[src/rtl/avalon_st_pkg.sv]
// Shared beat layout, framing state encodings and counter helper for the
// Avalon-ST FIFO slice.
package avalon_st_pkg;

  // Sideband bits are packed directly above the data field of a stored beat.
  localparam int SOP_OFS   = 0;
  localparam int EOP_OFS   = 1;
  localparam int ERR_OFS   = 2;
  localparam int CTRL_W    = 3;
  localparam int SAT_MAX_W = 64;

  typedef enum logic {
    IDLE   = 1'b0,
    IN_PKT = 1'b1
  } frame_state_e;

  function automatic int beat_w(input int data_w);
    return data_w + CTRL_W;
  endfunction

  // Increment that sticks at the all-ones value of a w-bit counter (w <= 64).
  function automatic logic [SAT_MAX_W-1:0] sat_inc(input logic [SAT_MAX_W-1:0] v,
                                                   input int unsigned w);
    logic [SAT_MAX_W-1:0] lim;
    lim = (w >= SAT_MAX_W) ? '1 : ((SAT_MAX_W'(1) << w) - SAT_MAX_W'(1));
    return (v >= lim) ? v : v + SAT_MAX_W'(1);
  endfunction

endpackage

[src/rtl/avalon_st_fifo_mem.sv]
// Beat storage for the FIFO slice: one synchronous write port and an
// asynchronous read port so the head is visible without a read cycle.
module avalon_st_fifo_mem #(
  parameter int WIDTH = 67,
  parameter int DEPTH = 4
) (
  input  logic                     i_clk,
  input  logic                     i_we,
  input  logic [$clog2(DEPTH)-1:0] i_waddr,
  input  logic [WIDTH-1:0]         i_wdata,
  input  logic [$clog2(DEPTH)-1:0] i_raddr,
  output logic [WIDTH-1:0]         o_rdata
);

  logic [WIDTH-1:0] r_mem [DEPTH];

  always_ff @(posedge i_clk) begin
    if (i_we) r_mem[i_waddr] <= i_wdata;
  end

  assign o_rdata = r_mem[i_raddr];

endmodule

[src/rtl/avalon_st_fifo_slice.sv]
// First-word-fall-through Avalon-ST buffer stage with registered sink ready
// and per-stream packet, error and framing-violation counters.
//
// Framing FSM states:
//   state  | meaning
//   IDLE   | between packets, next pushed beat must carry sop
//   IN_PKT | inside a packet, waiting for the eop beat
module avalon_st_fifo_slice
  import avalon_st_pkg::*;
#(
  parameter int DATA_W = 64,
  parameter int DEPTH  = 4,
  parameter int CNT_W  = 32
) (
  input  logic                     clock_clk,
  input  logic                     clock_rst,
  input  logic [DATA_W-1:0]        asi_data,
  input  logic                     asi_valid,
  output logic                     asi_ready,
  input  logic                     asi_startofpacket,
  input  logic                     asi_endofpacket,
  input  logic                     asi_error,
  output logic [DATA_W-1:0]        aso_data,
  output logic                     aso_valid,
  input  logic                     aso_ready,
  output logic                     aso_startofpacket,
  output logic                     aso_endofpacket,
  output logic                     aso_error,
  output logic [$clog2(DEPTH):0]   fill_level,
  output logic [CNT_W-1:0]         pkt_count,
  output logic [CNT_W-1:0]         err_count,
  output logic [CNT_W-1:0]         frame_err_count
);

  localparam int AW     = $clog2(DEPTH);
  localparam int BEAT_W = beat_w(DATA_W);
  localparam logic [AW:0] FULL_LVL = (AW+1)'(DEPTH);

  logic [AW-1:0]     r_wr_ptr, r_rd_ptr;
  logic [AW:0]       r_fill, w_fill_nxt;
  logic              r_asi_ready;
  logic              w_push, w_pop, w_viol;
  logic [BEAT_W-1:0] w_wr_beat, w_rd_beat;
  logic [CNT_W-1:0]  r_pkt_count, r_err_count, r_frame_err_count;
  frame_state_e      r_state, w_state_nxt;

  assign w_push = asi_valid & r_asi_ready;
  assign w_pop  = aso_valid & aso_ready;

  always_comb begin
    w_wr_beat                    = '0;
    w_wr_beat[DATA_W-1:0]        = asi_data;
    w_wr_beat[DATA_W + SOP_OFS]  = asi_startofpacket;
    w_wr_beat[DATA_W + EOP_OFS]  = asi_endofpacket;
    w_wr_beat[DATA_W + ERR_OFS]  = asi_error;
  end

  avalon_st_fifo_mem #(
    .WIDTH (BEAT_W),
    .DEPTH (DEPTH)
  ) u_mem (
    .i_clk   (clock_clk),
    .i_we    (w_push),
    .i_waddr (r_wr_ptr),
    .i_wdata (w_wr_beat),
    .i_raddr (r_rd_ptr),
    .o_rdata (w_rd_beat)
  );

  always_comb begin
    w_fill_nxt = r_fill;
    case ({w_push, w_pop})
      2'b10:   w_fill_nxt = r_fill + (AW+1)'(1);
      2'b01:   w_fill_nxt = r_fill - (AW+1)'(1);
      default: w_fill_nxt = r_fill;
    endcase
  end

  // Ready is derived from next occupancy, so a pop while full reopens the
  // sink only on the following cycle.
  always_ff @(posedge clock_clk) begin
    if (clock_rst) begin
      r_wr_ptr    <= '0;
      r_rd_ptr    <= '0;
      r_fill      <= '0;
      r_asi_ready <= 1'b0;
    end else begin
      if (w_push) r_wr_ptr <= r_wr_ptr + AW'(1);
      if (w_pop)  r_rd_ptr <= r_rd_ptr + AW'(1);
      r_fill      <= w_fill_nxt;
      r_asi_ready <= (w_fill_nxt != FULL_LVL);
    end
  end

  always_ff @(posedge clock_clk) begin
    if (clock_rst) r_state <= IDLE;
    else           r_state <= w_state_nxt;
  end

  always_comb begin
    w_state_nxt = r_state;
    w_viol      = 1'b0;
    if (w_push) begin
      case (r_state)
        IDLE: begin
          if (!asi_startofpacket)    w_viol      = 1'b1;
          else if (!asi_endofpacket) w_state_nxt = IN_PKT;
        end
        IN_PKT: begin
          if (asi_startofpacket) w_viol      = 1'b1;
          if (asi_endofpacket)   w_state_nxt = IDLE;
        end
        default: w_state_nxt = IDLE;
      endcase
    end
  end

  always_ff @(posedge clock_clk) begin
    if (clock_rst) begin
      r_pkt_count       <= '0;
      r_err_count       <= '0;
      r_frame_err_count <= '0;
    end else begin
      if (w_push && asi_endofpacket)
        r_pkt_count <= CNT_W'(sat_inc(SAT_MAX_W'(r_pkt_count), CNT_W));
      if (w_push && asi_endofpacket && asi_error)
        r_err_count <= CNT_W'(sat_inc(SAT_MAX_W'(r_err_count), CNT_W));
      if (w_viol)
        r_frame_err_count <= CNT_W'(sat_inc(SAT_MAX_W'(r_frame_err_count), CNT_W));
    end
  end

  assign asi_ready         = r_asi_ready;
  assign aso_valid         = (r_fill != '0);
  assign aso_data          = w_rd_beat[DATA_W-1:0];
  assign aso_startofpacket = w_rd_beat[DATA_W + SOP_OFS];
  assign aso_endofpacket   = w_rd_beat[DATA_W + EOP_OFS];
  assign aso_error         = w_rd_beat[DATA_W + ERR_OFS];
  assign fill_level        = r_fill;
  assign pkt_count         = r_pkt_count;
  assign err_count         = r_err_count;
  assign frame_err_count   = r_frame_err_count;

endmodule

[config.mk]
export PLATFORM = sky130hd
export DESIGN_NAME = avalon_st_fifo_slice
export DESIGN_NICKNAME = d
export VERILOG_FILES = /design/src/rtl/avalon_st_pkg.sv /design/src/rtl/avalon_st_fifo_mem.sv /design/src/rtl/avalon_st_fifo_slice.sv
export SDC_FILE = /design/constraint.sdc
export NUM_CORES = 1
export LEC_CHECK = 0
export ABC_AREA = 1
export CELL_PAD_IN_SITES_DETAIL_PLACEMENT = 1
export CELL_PAD_IN_SITES_GLOBAL_PLACEMENT = 1
export CORE_ASPECT_RATIO = 2
export CORE_MARGIN = 1
export CORE_UTILIZATION = 45
export CTS_CLUSTER_DIAMETER = 40
export CTS_CLUSTER_SIZE = 16
export DETAILED_ROUTE_END_ITERATION = 8
export PLACE_DENSITY_LB_ADDON = 0.05
export SYNTH_ARGS = -nofsm -noshare
export SYNTH_HDL_FRONTEND = slang
export SYNTH_SLANG_ARGS = --single-unit
[constraint.sdc]
create_clock -name clock_clk -period 12.86 [get_ports clock_clk]
set_clock_uncertainty 0.1 [all_clocks]
set_input_delay 1.929 -clock clock_clk [delete_from_list [all_inputs] [get_ports clock_clk]]
set_output_delay 1.929 -clock clock_clk [all_outputs]
set_load 0.005 [all_outputs]
# == Yosys cells after proc, flatten, opt, wreduce, memory -nomap -nowiden ==
# Memories as Yosys holds them, arrays and structs flattened. A register that Yosys moved wholly into a read port is not among the register bits.
# Cells that the tools add are included.
# word_totals
mem_bits_rw,268
inputBits,71
word_cells,46
memories,1
out_inout_bits,168
ff_bits,105
# classes
n_reduce_logical,6
n_eq_ne,3
n_bitwise,6
muxes,12
n_addsub,7
order_cmp,3
# mem_list
memory,words,word_bits,rd,rd_clocked_by_memory_dff,write_ports,line_no,text
u_mem.r_mem,4,67,1,1,1,avalon_st_fifo_mem.sv:15,logic [WIDTH-1:0] r_mem [DEPTH];
# ops
operator,n
32-bit by 1-bit adder with 32-bit output (second input constant),3
32-bit greater-or-equal comparator (second input constant),3
1-bit two-way mux,7
3-bit one-hot mux with 2 select lines,1
2-bit AND reduction,3
2-bit by 1-bit adder with 2-bit output (second input constant),2
2-bit two-way mux,2
1-bit inverter,4
1-bit one-hot mux with 2 select lines,2
3-bit by 1-bit adder with 3-bit output (second input constant),1
3-bit != test (second input constant),1
3-bit nonzero test,1
3-bit by 1-bit subtractor with 3-bit output (second input constant),1
1-bit AND,2
2-bit by 1-bit == test with 1-bit output (second input constant),1
2-bit == test (second input constant),1
1-bit logical AND,2

# == Logic depth before layout (Yosys ltp) ==
# Gate-level depths: netlist (run 1).
# logic_depth
word_depth,5
mapped_depth,11
depth_no_buf,11

# == Cells and area by module ==
# From an unflattened synthesis (run 1), not the netlist that was laid out.
# hier_totals
hier_cells,2083
area_unflattened_um2,17534.3
# modules_own_cells
mod,n_inst,area_per_inst_um2,cells_each,seq_area_each_um2
avalon_st_fifo_mem,1,11304.6,1058,8047.7
avalon_st_fifo_slice,1,6229.7,1025,2102.0

# == Worst setup path after synthesis (run 1) ==
# Ideal clock, no wire load.
# synth_timing
kind,input to register
start,in asi_valid
end,"mem u_mem.r_mem[0][0], enable pin"
t_arrival_ps,4988
setup_slack_ps,7279
path_buffers,1
path_stages,3
setup_ps,492
required_time_ps,12268
cell_sequence,nand2_1 > buf_2 > nor2_1
# synth_via
elab_chain_len,3
# synth_rtl
element,line_no,text
start: declaration,avalon_st_fifo_slice.sv:18,"input logic asi_valid,"
1-bit AND,avalon_st_fifo_slice.sv:47,assign w_push = asi_valid & r_asi_ready;
1-bit two-way mux,avalon_st_fifo_mem.sv:18,if (i_we) r_mem[i_waddr] <= i_wdata;
1-bit two-way mux (not written as such),avalon_st_fifo_mem.sv:18,
end: declaration,avalon_st_fifo_mem.sv:15,
# No other way between the ends.

==> results.md, run 1 <==
- Post-Syn Nets: 1761
- Initial Util: approximately 46%
- Status: finished, final reports clean
- Power per cell area: 150.5 nW/um2
- CP required: 10830 ps
- Clk Latency, worst-skew pair: 540 ps
- Post-route total power: between 0.003 and 0.004 W
- Number of gates resized after cts: 0
- Cell Rows: 98
- Top_reg_cell synth: edfxtp_1
- Overflow after GRT: 0
- Number of max-slew violations in the final report: 0
- Category of the worst setup path capture point: primary output
- Synth-to-layout area growth: 23.46%
- Highest-count cells in the layout ignoring fill and taps: nor2_1, nand2_1, edfxtp_1
- Number of hold buffers added after CTS: 0
- Finish-stage setup viols: 0
- TritonCTS sink count: 375
- Number of maximum-capacitance constraint violations: 0
- Final min period: 5694 ps
- Hold Violations, Final: 0
- Layout cell share with drive strength beyond 1: 7.046%
- Share of Yosys cell area claimed by the top area cell type: 49.34%
- Number of H-tree branching levels: 2
- Count of unresolved DRC violations after routing: 0
- Number of I/O port buffers: about 240
- Reg2Reg Setup Slack: between 9000 and 10000 ps
- Fill cell instance count of the final layout: just under 4000
- Vias post-DR: 13020
- Total length of routed wires: ~48 mm
- Via count of the first global-routing pass: ~14000
- Routed len/inst: about 20 um
- Crit Path Category: register to primary output
- Most common library cell in the layout ignoring fill and taps: nor2_1
- End-of-flow core utilization: 56.44%
- Proportion of synthesized chip area in sequential cells: 62.47%
- Root buffer selected by CTS: clkbuf_16
- CTS Buf Count: 36
- Setup tns final: 0 ps
- Violation count after the first detailed-route iteration: 519
- Avg Vias per Cell: 5.493
- Global-route wire length before repair: 73.23 mm
- Transition at the pin with the smallest max-transition slack: around 1100 ps
- Placeable core region: 35680 um2
- CP Launch Type: register
- Per-instance average area after synthesis: about 9.7 um2
- R2R Path Start: asi_ready$_SDFF_PP0_
- Share of flip-flops with an asynchronous set or reset after synthesis: 0%
- Final std cells w/o fill: ~2400
- Number of placed cells counting well taps: between 2000 and 2500
- Number of top-level pins: 239
- Final period utilization: 44.27%
- Summed instance area of the synthesized netlist: 16310 um2
- Number of detailed-route iterations in the first pass: 4
- Number of standard cells after synthesis: approximately 1700
- Hold Path Class: register to register
- Final HPWL DP: ~32 mm
- Leakage Power: 6.766 nW
- Max-slew headroom at the worst pin: 28.27%
- Die Outline Area: 37060 um2
- Worst ir drop on vdd: 0.0001096 V
- Number of nets in the finished design: 1974
- Max clock buf depth: 3
- Data arrival, critical path: approximately 3700 ps
- YS warnings: 0
- Number of antenna violations at the first check in global routing: 4
- Largest fanout of any net on the critical path: 68
- Clock-pin slew of the registers on the worst-case setup and hold paths: 70 ps
- Yosys top cell by area: edfxtp_1
- Gpl congestion: 0.8366
- Pin count of the biggest net entering global routing: about 100
- Post-detailed-route count of antenna-violating nets: 0
- Number of buffers inserted to repair setup after CTS: 0
- Die span in x: about 140 um
- Largest cells by area after synthesis: edfxtp_1, dfxtp_1, nor2_1
- Unrepaired setup endpoints after global routing: false
- Reg-to-reg critical path endpoint: err_count[5]$_SDFFE_PP0P_
- Crit path capture: aso_data[14]
- Die Ht: approximately 270 um
- CTS tree: yes
- Maximum clock frequency: 175.6 MHz
- Unique cell type count in the Yosys netlist: 33
- Overall Global Routing Usage: 25.84%
- EDFF count, synth: roughly 270
- Synthesized flop and latch total: 375
- Worst r2r path cells: 9
[worst max-delay path, stage by stage (launching register included)]
cell	delay (ps)
dfxtp_2	310
buf_4	580
clkinv_1	750
buf_4	510
o21ai_0	210
o22ai_1	140
clkdlybuf4s50_1	530
[through the flow]
step | setup slack [ps] | area (um2) | hold slack (ps)
6_report | 7166 | 20140 | 391.6
5_1_grt | 6951 | 20140 | 433.8
4_1_cts | 7147 | 20130 | 400.8
3_5_place_dp | 7676 | 19000 | 354.5
3_3_place_gp | 7783 | 19000 | 344.4
2_1_floorplan | 7279 | 16310 | 335.7
[how the worst min path moves through the flow]
stage                                   from  depth (start not counted)        to
global placement    r_rd_ptr[1]$_SDFFE_PP0P_                          2  register
detailed placement  r_rd_ptr[1]$_SDFFE_PP0P_                          2  register
CTS                 r_rd_ptr[1]$_SDFFE_PP0P_                          2  register
finish              r_rd_ptr[1]$_SDFFE_PP0P_                          2  register
floorplan           r_rd_ptr[1]$_SDFFE_PP0P_                          2  register
global route        r_rd_ptr[1]$_SDFFE_PP0P_                          2  register
[flip-flops by register name, summed over array words and instances, names as in the netlist, named ones only]
signal and count:
asi_ready 1, err_count 32, fill_level 3, frame_err_count 32, pkt_count 32, r_rd_ptr 2, r_state 1, r_wr_ptr 2
u_mem.r_mem 268
[Yosys cell counts (all sizes together), types with 2 or more instances]
library cell    n
nor3           12
edfxtp        268
clkinv          2
o21ai         137
xnor2           3
clkbuf         49
a21oi          92
nor2          384
nand2         285
nand4          18
nand3         115
buf            23
ha              8
and2            8
xor2            9
inv            89
o22ai          67
dfxtp         107
[cells by family after synthesis]
kind of cell	share of synthesized area, %
AO/OA/AOI/OAI	9.680
XOR/XNOR	0.6444
adder cells (fa/ha/maj)	0.7364
buffers and inverters	4.326
flip-flops	62.47
AND/OR/NAND/NOR	22.14
[power breakdown]
part	internal [W]	total [W]	switching [W]
logic	0.000270	0.000600	0.000330
registers	0.00135	0.00138	0.0000299
clock network	0.000580	0.00105	0.000470
total	0.00220	0.00303	0.000830
[cell type report]
class,count,area (um2),share of cell area [%]
antenna,4,10.01,0.04970
clock buffer,44,962.2,4.778
clock inverter,16,167.7,0.8326
inverter,91,344.1,1.709
multi-input combinational,1143,5446,27.05
sequential,375,10190,50.62
tap,450,563.0,2.796
timing repair buffer,247,2450,12.17
[metal layers]
| layer | wire length [um] | track usage [%] |
|---|---|---|
| met2 | 26610 | 50.75 |
| met1 | 16890 | 25.12 |
| met3 | 2187 | 4.519 |
| met4 | 2079 | 11.96 |
| met5 | 0 | 0 |
Power figures use the tool's default switching activity.
==> inputs of run 2 (changes only) <==
--- a/config.mk
+++ b/config.mk
@@ -10,7 +10,7 @@
 export CELL_PAD_IN_SITES_GLOBAL_PLACEMENT = 1
 export CORE_ASPECT_RATIO = 2
 export CORE_MARGIN = 1
-export CORE_UTILIZATION = 45
+export CORE_UTILIZATION = 38
 export CTS_CLUSTER_DIAMETER = 40
 export CTS_CLUSTER_SIZE = 16
 export DETAILED_ROUTE_END_ITERATION = 8
==> constraint.sdc (replaced) <==
create_clock -name clock_clk -period 5 [get_ports clock_clk]
set_clock_uncertainty 0.1 [all_clocks]
set_input_delay 0.75 -clock clock_clk [delete_from_list [all_inputs] [get_ports clock_clk]]
set_output_delay 0.75 -clock clock_clk [all_outputs]
set_load 0.005 [all_outputs]
==> run 2 against run 1 <==
Worst hold slack lost 24 ps. Power grew to 2.6 times the previous value. Via count is 2.2% lower. Worst setup slack got worse by 6500 ps. Sequential share of layout area is 0.51 points lower. Critical path type unchanged. Largest cell class unchanged. Largest power group unchanged. Highest routed layer is now met5.
==> results.md, run 2 (synthesized netlist as in run 1, its figures left out) <==
- Gpl congestion: 0.8427
- Launch point of the worst hold path: r_rd_ptr[1]$_SDFFE_PP0P_
- Overflow after GRT: 0
- Post-detailed-route count of antenna-violating nets: 0
- Number of maximum-capacitance constraint violations: 0
- Number of detailed-route iterations in the first pass: 4
- Status: finished, final reports clean
- Most common library cell in the layout ignoring fill and taps: nor2_1
- Fill cell instance count of the final layout: 4790
- Global-route wire length before repair: 72.26 mm
- Number of buffers inserted to repair setup after CTS: 0
- Number of top-level pins: 239
- Max-slew headroom at the worst pin: between 20% and 30%
- Clock-pin slew of the registers on the worst-case setup and hold paths: 60 ps
- Final min period: 4299 ps
- Total length of routed wires: 47.86 mm
- Final HPWL DP: 32.59 mm
- Delay contributed by the slowest stage of the critical path: around 800 ps
- Worst ir drop on vdd: 0.0002784 V
- Via count of the first global-routing pass: 13280
- Largest fanout of any net on the critical path: 71
- Hold Path Class: register to register
- Finish-stage setup viols: 0
- CP required: 4150 ps
- Placeable core region: 42440 um2
- Buffers plus inverters on the worst setup path: 3
- Number of gates resized after cts: 0
- Category of the worst setup path capture point: primary output
- Number of hold buffers added after CTS: 0
- Cell type of the slowest stage on the worst timing path: clkinv_2
- Leakage Power: 6.814 nW
- Number of I/O port buffers: 238
- Crit Path Category: register to primary output
- Unrepaired setup endpoints after global routing: false
- Data arrival, critical path: 3450 ps
- Final period utilization: 85.99%
- Die Outline Area: ~44000 um2
- Root buffer selected by CTS: clkbuf_16
- Die span in x: 148.5 um
- Maximum clock frequency: 232.6 MHz
- Die Ht: just under 300 um
- Routed len/inst: 19.40 um
- Count of unresolved DRC violations after routing: 0
- Cell type group with the largest total delay on the critical path: buffers and inverters
- Layout cell share with drive strength beyond 1: 7.284%
- Transition at the pin with the smallest max-transition slack: 1075 ps
- Synth-to-layout area growth: 24.71%
- CTS tree: yes
- Hold Violations, Final: 0
- Number of max-slew violations in the final report: 0
- Worst-case setup margin in the final layout: approximately 700 ps
- Crit-path cells: clkinv_2 -> buf_4 -> o21ai_0 -> o22ai_1 -> clkdlybuf4s50_1
- Overall Global Routing Usage: 21.64%
- Setup tns final: 0 ps
- Number of nets in the finished design: 1977
- Top register by number of flip-flops: u_mem.r_mem
- CP Launch Type: register
- Initial Util: about two fifths
- Max clock buf depth: 3
- Highest-count cells in the layout ignoring fill and taps: nor2_1, nand2_1, edfxtp_1
- CTS Buf Count: 37
- Pre-CTS setup slack: around 1100 ps
- Cell Rows: 107
- Number of H-tree branching levels: 2
- Power per cell area: 389.1 nW/um2
- Vias post-DR: 12730
- Avg Vias per Cell: about 5.2
- Final antenna diode count: 0
- R2R Path Start: frame_err_count[0]$_SDFFE_PP0P_
- Violation count after the first detailed-route iteration: 483
- Clk Latency, worst-skew pair: 530 ps
- TritonCTS sink count: 375
- Flip-flop count of the largest register after layout: between 200 and 300
- Pin count of the biggest net entering global routing: 95
- Number of antenna violations at the first check in global routing: 2
## run 2: path summary, 6_finish.rpt
check	end	depth (start not counted)	slack, ps
max reg2reg	frame_err_count[5]$_SDFFE_PP0P_	9	2310
min	register	2	370
max	aso_data[35]	5	700
min reg2reg	register	2	370
## run 2: stage by stage
| stage | util [%] | hold WS, ps | cells | total power (W) | instance area (um2) |
|---|---|---|---|---|---|
| final | 47.93 | 367.8 | 2467 | 0.007916 | 20340 |
| after global routing | 47.93 | 404.4 | 2467 | 0.008266 | 20340 |
| after CTS | 47.93 | 368.2 | 2467 | 0.008041 | 20340 |
| after detailed placement | 45.08 | 356.3 | 2403 | 0.005178 | 19130 |
| after global placement | 45.08 | 346.2 | 2403 | 0.005134 | 19130 |
| after floorplan | - | 335.7 | 1681 | 0.004299 | 16310 |
## run 2: final cells by class
type	count	area, um2	area share (%)
Multi-Input combinational cell	1143	5446	26.77
Tap cell	545	681.9	3.352
Sequential cell	375	10190	50.11
Clock inverter	19	246.5	1.212
Timing Repair Buffer	249	2465	12.12
Clock buffer	45	965.9	4.748
Inverter	91	342.8	1.685
## run 2: metal layers
metal | up-vias | global-route usage [%] | wire, um
li1 | 6179 | - | -
met1 | 6193 | 21.37 | 17030
met2 | 268 | 43.30 | 26850
met3 | 90 | 3.657 | 2281
met4 | 4 | 8.599 | 1670
met5 | - | 0 | 27
## run 2: worst reg2reg max path: stages, from the launching register on
cell and delay [ps]:
dfxtp_1 410, ha_1 210, nand2_1 80, nor2_2 180, nand2_2 110, nor2_2 130
nand3_2 740, nand2_2 440, nand2_1 90, a21oi_1 130
## run 2: power by group
group / total, W / switching [W] / internal (W)
Clock: 0.00284 / 0.00123 / 0.00161
Sequential: 0.00355 / 0.0000739 / 0.00347
Combinational: 0.00153 / 0.000835 / 0.000695
==> RTL change: new RTL, settings of run 2 <==
Reset style: asynchronous (`clock_rst`), changed in 3 clocked blocks.
--- a/src/rtl/avalon_st_fifo_slice.sv
+++ b/src/rtl/avalon_st_fifo_slice.sv
@@ -78,7 +78,7 @@
 
   // Ready is derived from next occupancy, so a pop while full reopens the
   // sink only on the following cycle.
-  always_ff @(posedge clock_clk) begin
+  always_ff @(posedge clock_clk or posedge clock_rst) begin
     if (clock_rst) begin
       r_wr_ptr    <= '0;
       r_rd_ptr    <= '0;
@@ -92,7 +92,7 @@
     end
   end
 
-  always_ff @(posedge clock_clk) begin
+  always_ff @(posedge clock_clk or posedge clock_rst) begin
     if (clock_rst) r_state <= IDLE;
     else           r_state <= w_state_nxt;
   end
@@ -115,7 +115,7 @@
     end
   end
 
-  always_ff @(posedge clock_clk) begin
+  always_ff @(posedge clock_clk or posedge clock_rst) begin
     if (clock_rst) begin
       r_pkt_count       <= '0;
       r_err_count       <= '0;
Behaviour: differs if clock_rst is asserted again (counterexample within 4 cycles, from zero or initial values and one cycle with clock_rst high); with clock_rst held inactive, the same outputs for 4 cycles.
==> RTL change against run 2 <==
Synthesized area rose by 2.8%; synthesized cell count rose by 0.95%; sequential share of layout area rose by 0.85 points; routed wire length rose by 7.7%; cell area rose by 3.0%; worst setup slack improved by 500 ps; core utilization rose by 0.23 points; sequential cell count fell by 2; non-clock buffer count rose by 2; die area rose by 2.8%; critical path type unchanged; critical endpoint is now aso_data[3].
Power is not compared: it rests on default switching activity, and its combinational part moved more than twofold at a synthesized area within 25%.
==> RTL change: results (changes against run 2) <==
Worst setup path
The critical register-to-register path endpoint is pkt_count[18] (was frame_err_count[5]). The stage delay of the slowest cell on the critical path is 710 ps (was 800 ps). The kind of cell adding the most delay to the critical path is buffers and inverters (unchanged).

The startpoint of the lowest-slack register-to-register path is pkt_count[17] (was frame_err_count[0]). The slowest cell on the critical path is sky130_fd_sc_hd__clkinv_1 (was sky130_fd_sc_hd__clkinv_2). The largest fanout on the critical path came to 37 (was 71). The data arrival time of the critical path is 2950 ps (was 3450 ps).

Global route
The first-pass GRT wire length is 78700 um (was 72300 um). The all-layer global routing usage is 23.2% (was 21.6%). The met3 track utilization from global routing is 3.88% (was 3.66%).

The fraction of met1 tracks used by global routing was 22.6% (was 21.4%). The met2 track utilization from global routing came to 45.7% (was 43.3%). The number of global-route vias before repair is 14100 (was 13300). The pin count of the biggest net entering global routing is 75 (was 95).

Yosys
The share of synthesized registers carrying an async set or reset is 28.2% (was 0%). The synthesized netlist net count was 1777 (was 1761). The sequential-to-total area share from yosys stat is 63.7% (was 62.5%). Synth top area cells: sky130_fd_sc_hd__edfxtp_1 48%, sky130_fd_sc_hd__dfrtp_1 16%, sky130_fd_sc_hd__nand2_1 10% (was sky130_fd_sc_hd__edfxtp_1 49%, sky130_fd_sc_hd__dfxtp_1 13%, sky130_fd_sc_hd__nor2_1 8.5%). Commonest cells in the netlist: 461 x sky130_fd_sc_hd__nand2_1, 287 x sky130_fd_sc_hd__nor2_1, 268 x sky130_fd_sc_hd__edfxtp_1 (was 369 x sky130_fd_sc_hd__nor2_1, 274 x sky130_fd_sc_hd__nand2_1, 268 x sky130_fd_sc_hd__edfxtp_1).

Routing
The detailed-route wire length per cell is 20.6 um (was 19.4 um). The met2 wire length is 28900 um (was 26900 um). The met3 routed wirelength is 2280 um (about the same). The detailed-route via count came to 13000 (was 12700). The number of DRC markers after the initial detailed-route iteration is 427 (was 483).

Worst hold path
The beginning of the worst hold path was pkt_count[30] (was r_rd_ptr[1]).

Timing
The headroom to the max-slew limit came to 26.9% (was 28.3%).

Place
The setup slack at placement is 1710 ps (was 1150 ps). The final weighted congestion in routability-driven placement is 0.854 (was 0.843).

Status
Status: complete, no violations (unchanged).

Final layout
The share of cells above drive strength 1 is 6.34% (was 7.28%). The total of fill cells in the finished design was 4902 (was 4790).
RTL change: through the flow:
stage | total power, mW | area (sq um) | instances
final | 10.1 | 21000 | 2508
after global routing | 10.6 | 21000 | 2508
after CTS | 10.2 | 21000 | 2507
after detailed placement | 7.30 | 19700 | 2440
after global placement | 7.22 | 19700 | 2440
after floorplan | 5.57 | 16800 | 1697
RTL change: power by group through the flow:
stage | Sequential, mW | Clock [mW] | Combinational [mW]
global route | 4.12 | 3.09 | 3.40
global placement | 4.12 | 0 | 3.10
floorplan | 4.09 | 0 | 1.49
detailed placement | 4.14 | 0 | 3.16
CTS | 4.08 | 3.00 | 3.17
finish | 4.07 | 2.92 | 3.09
RTL change: cells by family (layout without fill, tap and decap cells):
logic type | Yosys count | in the layout | synth area share, %
buf+inv | 158 | 418 | 4.10
flops | 373 | 373 | 63.7
xor+xnor | 30 | 30 | 1.57
compound gates | 220 | 220 | 7.10
simple gates | 907 | 907 | 22.8
fa+ha+maj | 9 | 9 | 0.716
other cells | 0 | 1 | 0
RTL change: area by class of cell:
cell class / instances / area share, %
clock buffers: 49 / 5.03
repair buffers: 251 / 12.0
multi-input cells: 1166 / 25.9
flip-flops and latches: 373 / 51.0
diodes: 1 / 0.0119
well taps: 550 / 3.28
inverters: 100 / 1.81
clock inverters: 18 / 1.03
RTL change: how the worst max path moves through the flow:
stage                      startpoint           endpoint  slack [ps]
after floorplan             asi_valid  u_mem.r_mem[0][0]         700
after global placement    r_rd_ptr[1]       aso_data[14]        1680
after detailed placement  r_rd_ptr[1]       aso_data[14]        1710
after CTS                 r_rd_ptr[1]        aso_data[3]        1100
after global routing      r_rd_ptr[1]        aso_data[3]         970
final                     r_rd_ptr[1]        aso_data[3]        1200
